<file path="src/rtl/display_pkg.sv">
// rtl/display_pkg.sv - shared types, segment constants and scan states for the display scan controller
package display_pkg;

    typedef logic [6:0] seg_t;
    typedef logic [3:0] bcd_t;

    // Segment order is {a,b,c,d,e,f,g}, active-high
    localparam seg_t SEG_0   = 7'b1111110;
    localparam seg_t SEG_1   = 7'b0110000;
    localparam seg_t SEG_2   = 7'b1101101;
    localparam seg_t SEG_3   = 7'b1111001;
    localparam seg_t SEG_4   = 7'b0110011;
    localparam seg_t SEG_5   = 7'b1011011;
    localparam seg_t SEG_6   = 7'b1011111;
    localparam seg_t SEG_7   = 7'b1110000;
    localparam seg_t SEG_8   = 7'b1111111;
    localparam seg_t SEG_9   = 7'b1111011;
    localparam seg_t SEG_OFF = 7'b0000000;

    typedef enum logic [1:0] {
        IDLE,
        SHOW,
        GUARD
    } scan_state_t;

endpackage

</file>
<file path="src/rtl/bcd_to_7seg.sv">
// rtl/bcd_to_7seg.sv - combinational BCD to 7-segment decoder, non-BCD codes are dark
import display_pkg::*;

module bcd_to_7seg (
    input  bcd_t bcd,
    output seg_t seg
);

    // Table lookup; codes 10-15 stay dark so a corrupted digit never lights garbage
    always_comb begin
        seg = SEG_OFF;
        case (bcd)
            4'd0: seg = SEG_0;
            4'd1: seg = SEG_1;
            4'd2: seg = SEG_2;
            4'd3: seg = SEG_3;
            4'd4: seg = SEG_4;
            4'd5: seg = SEG_5;
            4'd6: seg = SEG_6;
            4'd7: seg = SEG_7;
            4'd8: seg = SEG_8;
            4'd9: seg = SEG_9;
            default: seg = SEG_OFF;
        endcase
    end

endmodule

</file>
<file path="src/rtl/display_scan_controller.sv">
// rtl/display_scan_controller.sv - multiplexed 7-segment scan with double-buffered frame and blanking guard
import display_pkg::*;

module display_scan_controller #(
    parameter int NUM_DIGITS   = 4,
    parameter int CLK_DIV      = 50000,
    parameter int BLANK_CYCLES = 4
) (
    input  logic                      clk,
    input  logic                      reset,
    input  logic                      enable,
    input  logic                      load,
    input  logic [4*NUM_DIGITS-1:0]   digits_in,
    input  logic [NUM_DIGITS-1:0]     dp_in,
    input  logic                      lzb_en,
    output logic [6:0]                seg,
    output logic                      dp,
    output logic [NUM_DIGITS-1:0]     an,
    output logic                      load_ack,
    output logic                      frame_done
);

    localparam int CW = $clog2(CLK_DIV);
    localparam int IW = $clog2(NUM_DIGITS);
    localparam logic [CW-1:0] SHOW_LAST = CW'(CLK_DIV - BLANK_CYCLES - 1);
    localparam logic [CW-1:0] SLOT_LAST = CW'(CLK_DIV - 1);
    localparam logic [IW-1:0] IDX_LAST  = IW'(NUM_DIGITS - 1);

    scan_state_t               state, state_nxt;
    logic [IW-1:0]             idx, idx_nxt;
    logic [CW-1:0]             cnt, cnt_nxt;
    logic [4*NUM_DIGITS-1:0]   active, active_nxt, pending, pending_nxt;
    logic [NUM_DIGITS-1:0]     active_dp, active_dp_nxt, pending_dp, pending_dp_nxt;
    logic                      pend_valid, pend_valid_nxt;
    logic                      wrap, xfer, zero_run;
    logic [NUM_DIGITS-1:0]     blank;
    bcd_t                      digit_sel;
    logic                      dp_sel, blank_sel;
    seg_t                      seg_dec;

    // Scan sequencing: slot counter, digit index and frame wrap detection
    always_comb begin
        state_nxt = state;
        idx_nxt   = idx;
        cnt_nxt   = cnt;
        wrap      = 1'b0;
        if (!enable) begin
            state_nxt = IDLE;
            idx_nxt   = '0;
            cnt_nxt   = '0;
        end else begin
            case (state)
                IDLE: begin
                    state_nxt = SHOW;
                    idx_nxt   = '0;
                    cnt_nxt   = '0;
                end
                SHOW: begin
                    cnt_nxt = cnt + 1'b1;
                    if (cnt == SHOW_LAST) state_nxt = GUARD;
                end
                GUARD: begin
                    if (cnt == SLOT_LAST) begin
                        state_nxt = SHOW;
                        cnt_nxt   = '0;
                        if (idx == IDX_LAST) begin
                            idx_nxt = '0;
                            wrap    = 1'b1;
                        end else begin
                            idx_nxt = idx + 1'b1;
                        end
                    end else begin
                        cnt_nxt = cnt + 1'b1;
                    end
                end
                default: state_nxt = IDLE;
            endcase
        end
    end

    // Double buffer: loads park in pending, promoted only in IDLE or at the frame wrap so a frame never tears
    always_comb begin
        xfer           = ((state == IDLE) && pend_valid) || (wrap && (pend_valid || load));
        active_nxt     = active;
        active_dp_nxt  = active_dp;
        pending_nxt    = pending;
        pending_dp_nxt = pending_dp;
        pend_valid_nxt = pend_valid;
        if (xfer) begin
            active_nxt     = load ? digits_in : pending;
            active_dp_nxt  = load ? dp_in : pending_dp;
            pend_valid_nxt = 1'b0;
        end else if (load) begin
            pending_nxt    = digits_in;
            pending_dp_nxt = dp_in;
            pend_valid_nxt = 1'b1;
        end
    end

    // Leading-zero mask from the top digit down; digit 0 always stays lit
    always_comb begin
        zero_run = 1'b1;
        blank    = '0;
        for (int i = NUM_DIGITS - 1; i >= 0; i--) begin
            zero_run = zero_run & (active_nxt[4*i +: 4] == 4'd0);
            blank[i] = lzb_en & zero_run & (i != 0);
        end
    end

    // Select the digit about to be shown so the decoder sees the frame as it will be after this edge
    always_comb begin
        digit_sel = '0;
        dp_sel    = 1'b0;
        blank_sel = 1'b0;
        for (int i = 0; i < NUM_DIGITS; i++) begin
            if (idx_nxt == IW'(i)) begin
                digit_sel = active_nxt[4*i +: 4];
                dp_sel    = active_dp_nxt[i];
                blank_sel = blank[i];
            end
        end
    end

    bcd_to_7seg u_dec (
        .bcd (digit_sel),
        .seg (seg_dec)
    );

    // State, frame buffers and registered pin outputs, all cleared asynchronously
    always_ff @(posedge clk or negedge reset) begin
        if (!reset) begin
            state      <= IDLE;
            idx        <= '0;
            cnt        <= '0;
            active     <= '0;
            active_dp  <= '0;
            pending    <= '0;
            pending_dp <= '0;
            pend_valid <= 1'b0;
            seg        <= SEG_OFF;
            dp         <= 1'b0;
            an         <= '0;
            load_ack   <= 1'b0;
            frame_done <= 1'b0;
        end else begin
            state      <= state_nxt;
            idx        <= idx_nxt;
            cnt        <= cnt_nxt;
            active     <= active_nxt;
            active_dp  <= active_dp_nxt;
            pending    <= pending_nxt;
            pending_dp <= pending_dp_nxt;
            pend_valid <= pend_valid_nxt;
            load_ack   <= xfer;
            frame_done <= wrap;
            if (state_nxt == SHOW) begin
                seg <= blank_sel ? SEG_OFF : seg_dec;
                dp  <= dp_sel;
                an  <= {{(NUM_DIGITS-1){1'b0}}, 1'b1} << idx_nxt;
            end else begin
                seg <= SEG_OFF;
                dp  <= 1'b0;
                an  <= '0;
            end
        end
    end

endmodule

</file>
<file path="config.mk">
export PLATFORM = sky130hd
export DESIGN_NAME = display_scan_controller
export DESIGN_NICKNAME = d
export VERILOG_FILES = /design/src/rtl/display_pkg.sv /design/src/rtl/bcd_to_7seg.sv /design/src/rtl/display_scan_controller.sv
export SDC_FILE = /design/constraint.sdc
export NUM_CORES = 1
export LEC_CHECK = 0
export CAP_MARGIN = 20
export CORE_UTILIZATION = 45
export DETAILED_ROUTE_END_ITERATION = 16
export GPL_ROUTABILITY_DRIVEN = 0
export GPL_TIMING_DRIVEN = 1
export PLACE_DENSITY = 0.65
export SYNTH_ARGS = -nofsm -noshare
export SYNTH_HDL_FRONTEND = slang
export SYNTH_HIERARCHICAL = 1
export SYNTH_SLANG_ARGS = --single-unit
</file>
<file path="constraint.sdc">
create_clock -name clk -period 4.05 [get_ports clk]
set_input_delay 0.6075 -clock clk [delete_from_list [all_inputs] [get_ports clk]]
set_output_delay 0.6075 -clock clk [all_outputs]
set_load 0.1 [all_outputs]
</file>
==> flow_summary.ini, run 1 <==
[run_status]
status = complete, no violations

[logic_synthesis]
synth_area_leaders = dfrtp_1 (46%), mux2_2 (7.2%), mux2i_1 (4.7%)
synth.cell_area_sq_um = 4070
ys.flop_type = dfrtp_1
async_flop_share_pct = 100.0
syn_nets = 427
synth_cells = 390
synth_area_per_cell_sq_um = 10.44
ys_ff_latch = 75
yosysSeqAreaShare_pct = 46.11
synth_top_cell_by_area = dfrtp_1
ys_warn_count = 6
synth_top_area_share_pct = 46.11
synth.distinct_cells = 64
synth_edf_count = 0

[drt]
vias = 3018
wl_per_cell_um = 16.08
wl_um = 8748
ant_nets = 0
drtIter0Drc = 116
firstDrtPassIters = 4
drc = 0
viasPerCell = 5.548

[cts]
postCtsSetupBuffers = 0
holdBufCountCts = 0
ctsResizeCount = 0
cts.sinks = 75
htreeDepth = 3
cts_root_buf = clkbuf_8
path_clk_slew_ps = 90
cts_max_path_buffers = 2
cts_made_buffers = 9
clk-insertion-delay-late_ps = 360
cts_tree = built

[power_and_ir_drop]
p_sw_mw = 0.9268
power_frac_comb_pct = 34.5
swShare_pct = 36.84
powerDensity_nw_per_um2 = 527.5
internal-power_mw = 1.589
pwr-share-clk_pct = 26.3
peakVddDrop_mv = 0.2621
power_frac_seq_pct = 39.2
p_leak_nw = 2.048

[global_route]
grt_pass1_vias = 2999
antenna_found_initial = 0
grt_max_degree = 76
overflow = 0
track_usage_pct = 19.35
grt_pass1_wl_um = 14610

[hold_path]
hp-class = in -> async

[setup_path]
critical_path_class = reg -> reg
end_kind = register
crit_chain = ha_1, and4_1, and4_1, a31oi_4, o32ai_4, a21oi_2, mux2_2, mux2_2, inv_1, ha_1, o21ai_0, nand2_1, a21oi_1
critical-path-top-delay-family = compound AO/OA/AOI/OAI gates
cpPeakStageDelay_ps = 460
crit_arrival_ps = 3880
crit_slowest_cell = and4_1
r2r_cells = 13
cp-start-kind = register
critPathMaxFanout = 17
path_buf_inv = 1
crit_required_ps = 4330
worst-path-stages = 13

[die]
die_h_um = 97.11
die_w_um = 97.11
core_sq_um = 8721
core.rowCount = 34
initial_core_util_pct = 46.67
die_area_sq_um = 9429
io_pins = 39

[sta]
report.final.slew_viol_count = 0
worst_pin_slew_ps = 984.9
rsz0062_at_grt = false
final_hold_viol_count = 0
postLayoutSetupSlackWorst_ps = 455.0
setup-violations-final = 0
period_share_pct = 88.76
slew_headroom_pct = 34.14
fin_crit_ps = 3595
tns_ps = 0
fmax_mhz = 278.2
skew_ps = 9.627

[cells_and_area]
stdcell_count = 544
syn2layout_area_growth_pct = 17.18
fillers = 763
drive_gt1_share_pct = 16.06
diodes = 0
final_nets = 468
stdcell_area_sq_um = 4770
post-route-util_pct = 54.69

[placement]
post-place-ws_ps = 423.9
placed_cell_area_sq_um = 4546
dpl.cell_count = 528
io_buffers = 38
place_hpwl_um = 6124

[job]
drv_cap = 0
## power by group through the flow
stage	Clock (mW)	Sequential (mW)	Combinational [mW]
2_1_floorplan	0	1.17	0.481
3_3_place_gp	0	0.994	0.854
3_5_place_dp	0	1.00	0.871
4_1_cts	0.673	0.988	0.873
5_1_grt	0.698	1.00	0.941
6_report	0.661	0.986	0.869
## area by class of cell
class / count / area, sq um / share of cell area, %
sequential: 75 / 1877 / 39.35
inverter: 16 / 60.06 / 1.259
clock inverter: 6 / 86.33 / 1.810
tap: 108 / 135.1 / 2.833
timing repair buffer: 46 / 437.9 / 9.182
multi-input combinational: 283 / 2036 / 42.68
clock buffer: 10 / 137.6 / 2.886
## Yosys cell counts (3+ instances only)
cell type,instances
nand3_1,17
nand2_1,40
nand4_1,4
a31oi_1,4
and4_1,3
nor3_1,7
mux2i_1,19
buf_6,3
xnor2_1,7
nor4_1,3
and3_1,6
nor2_1,28
inv_1,16
o21ai_1,3
buf_2,9
ha_1,12
xor2_1,6
mux2_2,26
a21o_1,4
dfrtp_1,75
o22ai_1,3
a211oi_1,4
o21ai_0,21
a21oi_1,21
## flip-flops by register name, indices dropped and copies added (netlist names), 2 cells and up
register and flops:
active 16, cnt 16, pending 16, seg 7
active_dp 4, an 4, pending_dp 4, idx 2
state 2
## logic make-up after synthesis
kind of cell | synth area share [%]
adders and majority gates | 3.689
xor gates and xnor gates | 2.797
AOI/OAI and AO/OA | 14.39
muxes | 12.14
DFF | 46.11
buffers and inverters | 3.873
and+or+nand+nor | 17.00
## path summary, 6_finish.rpt
| kind | slack [ps] | startpoint | endpoint |
|---|---|---|---|
| min in group clk | 510 | pending_dp[0]$_DFFE_PN0P_ | pending_dp[0]$_DFFE_PN0P_ |
| worst min register to register | 510 | pending_dp[0]$_DFFE_PN0P_ | pending_dp[0]$_DFFE_PN0P_ |
| worst max-delay path | 460 | cnt[0]$_DFFE_PN0P_ | seg[5]$_DFF_PN0_ |
| worst max register to register | 460 | cnt[0]$_DFFE_PN0P_ | seg[5]$_DFF_PN0_ |
| max in group asynchronous | 3040 | reset | dp$_DFF_PN0_ |
| worst min-delay path | 390 | reset | cnt[9]$_DFFE_PN0P_ |
## cell usage in the layout (no fill, tap or decap), types with 3 or more instances in the layout
master,count
buf_4,9
o21ai_0,20
o22ai_1,3
mux2_2,26
nand3_1,17
a21o_1,4
clkdlybuf4s50_1,37
inv_1,16
mux2i_1,19
nand4_1,4
and4_1,3
a31oi_1,4
ha_1,12
clkbuf_8,10
dfrtp_1,75
a211oi_1,4
nor4_1,3
nor3_1,7
a21oi_1,21
xnor2_1,7
xor2_1,6
nand2_1,40
and3_1,6
nor2_1,28
o21ai_1,4
## stage by stage
stage | hold slack, ps | power, mW
floorplan | 311.9 | 1.651
global placement | 476.1 | 1.849
detailed placement | 487.8 | 1.872
CTS | 429.2 | 2.534
global route | 472.5 | 2.642
finish | 385.3 | 2.516
## per-layer routing
layer | routed length (um) | vias up | track usage, % | share of wire, %
met1 | 4123 | 1483 | 25.28 | 47
li1 | - | 1480 | - | -
met3 | 215 | 13 | 2.950 | 2.5
met4 | 124 | 0 | 7.692 | 1.4
met2 | 4285 | 42 | 32.23 | 49
met5 | 0 | - | 0 | 0
No activity file was read; power rests on OpenSTA's default activity.
==> run 2: changes to the inputs <==
- CORE_MARGIN: default -> 3
- CORE_UTILIZATION: 45 -> 57
- PLACE_DENSITY: 0.65 -> 0.8
- REMOVE_ABC_BUFFERS: default -> 1
==> run 2 against run 1 <==
Against the previous run:
- via count up 2.8%
- first-iteration DRC count grew 28%
- worst hold slack worse by 4.9 ps
- clock power grew 6.2%
- highest routed layer unchanged
- clock skew rose by 3.4 ps
- cell area barely moved
- final cell count decreased by 2.6%
- worst setup slack gained 5.7 ps
- critical path depth did not move
- total power grew 1.7%
==> flow_summary.ini, run 2 (same netlist as run 1, synthesis figures left out) <==
[run_status]
status = complete, no violations

[die]
die_area_sq_um = 8190
core.rowCount = 30
die_h_um = 90.50
io_pins = 39
die_w_um = 90.50
core_sq_um = 6869
initial_core_util_pct = 59.25

[global_route]
antenna_found_initial = 0
grt_pass1_vias = 3048
overflow = 0
grt_pass1_wl_um = 14940
grt_max_degree = 76
track_usage_pct = 22.76

[drt]
drc = 0
drtIter0Drc = 149
firstDrtPassIters = 4
ant_nets = 0
viasPerCell = 5.853
wl_um = 8751
wl_per_cell_um = 16.51
vias = 3102

[cts]
cts.sinks = 75
cts_root_buf = clkbuf_8
cts_max_path_buffers = 2
holdBufCountCts = 0
htreeDepth = 3
clk-insertion-delay-late_ps = 350
postCtsSetupBuffers = 0
cts_made_buffers = 9
ctsResizeCount = 0
cts_tree = built
path_clk_slew_ps = 80

[sta]
postLayoutSetupSlackWorst_ps = 460.8
rsz0062_at_grt = false
tns_ps = 0
slew_headroom_pct = 34.97
skew_ps = 13.03
setup-violations-final = 0
fmax_mhz = 278.6
worst_pin_slew_ps = 972.4
report.final.slew_viol_count = 0
fin_crit_ps = 3589
period_share_pct = 88.62
final_hold_viol_count = 0

[setup_path]
cp-endpoint = seg[5]$_DFF_PN0_
critPathMaxFanout = 17
crit_start = cnt[0]$_DFFE_PN0P_
critical_path_class = reg -> reg
r2r_cells = 13
crit_required_ps = 4340
r2r_end = seg[5]$_DFF_PN0_
r2r_start = cnt[0]$_DFFE_PN0P_
ff2ff_setup_slack_ps = 460
cp-start-kind = register
crit_arrival_ps = 3870
end_kind = register

[placement]
post-place-ws_ps = 254.0
placed_cell_area_sq_um = 4523
place_hpwl_um = 6062
io_buffers = 38

[cells_and_area]
final_common_cell = dfrtp_1
final_nets = 467
largestRegisters = active (16), cnt (16), pending (16)
stdcell_area_sq_um = 4768
syn2layout_area_growth_pct = 17.15
post-route-util_pct = 69.42
diodes = 0
final_cell_mix = dfrtp_1 (75), nand2_1 (40), clkdlybuf4s50_1 (37)
drive_gt1_share_pct = 15.67

[hold_path]
hp-class = in -> async

[power_and_ir_drop]
powerDensity_nw_per_um2 = 536.8
peakVddDrop_mv = 0.2768
p_leak_nw = 2.051
finalPower_mw = 2.560

[job]
drv_cap = 0
run 2: worst min path at each step:
| stage | endpoint | slack [ps] | cells past startpoint |
|---|---|---|---|
| 3_3_place_gp | active[15]$_DFF_PN0_ | 460 | 2 |
| 3_5_place_dp | active[15]$_DFF_PN0_ | 470 | 2 |
| 4_1_cts | pending_dp[2]$_DFFE_PN0P_ | 430 | 1 |
| 5_1_grt | pending[7]$_DFFE_PN0P_ | 470 | 1 |
| 2_1_floorplan | active[0]$_DFF_PN0_ | 310 | 0 |
| 6_report | pending_dp[2]$_DFFE_PN0P_ | 380 | 1 |
run 2: per-layer routing:
layer	global-route usage, %	wire [um]	vias up
li1	-	-	1478
met1	30.90	3929	1523
met2	35.21	4186	82
met3	4.667	427	19
met4	10.33	208	0
met5	0	0	-
run 2: power breakdown:
part | total (mW) | switching, mW | internal [mW]
clock network | 0.702 | 0.277 | 0.424
logic | 0.871 | 0.553 | 0.318
registers | 0.987 | 0.0788 | 0.908
total | 2.56 | 0.910 | 1.65
run 2: critical path: stages, from the launching register on:
cell      delay, ps
dfrtp_1         410
ha_1            270
and4_1          200
and4_1          320
a31oi_4         540
a21oi_1         170
a211oi_1        340
a31oi_1         110
mux2_2          370
inv_1           140
ha_1            260
o21ai_0         180
nand2_1          80
a21oi_1         140
run 2: final cells by class:
cell class              instances  area, sq um
fillers                       512         2101
multi-input cells             283         2041
flip-flops and latches         75         1877
repair buffers                 45        430.4
clock buffers                  11        141.4
well taps                      96        120.1
clock inverters                 4        98.84
inverters                      16        60.06
run 2: stage by stage:
step | cells | hold slack (ps)
3_5_place_dp | 515 | 469.2
5_1_grt | 530 | 470.2
4_1_cts | 530 | 429.1
2_1_floorplan | 374 | 311.9
6_report | 530 | 380.5
3_3_place_gp | 515 | 462.9
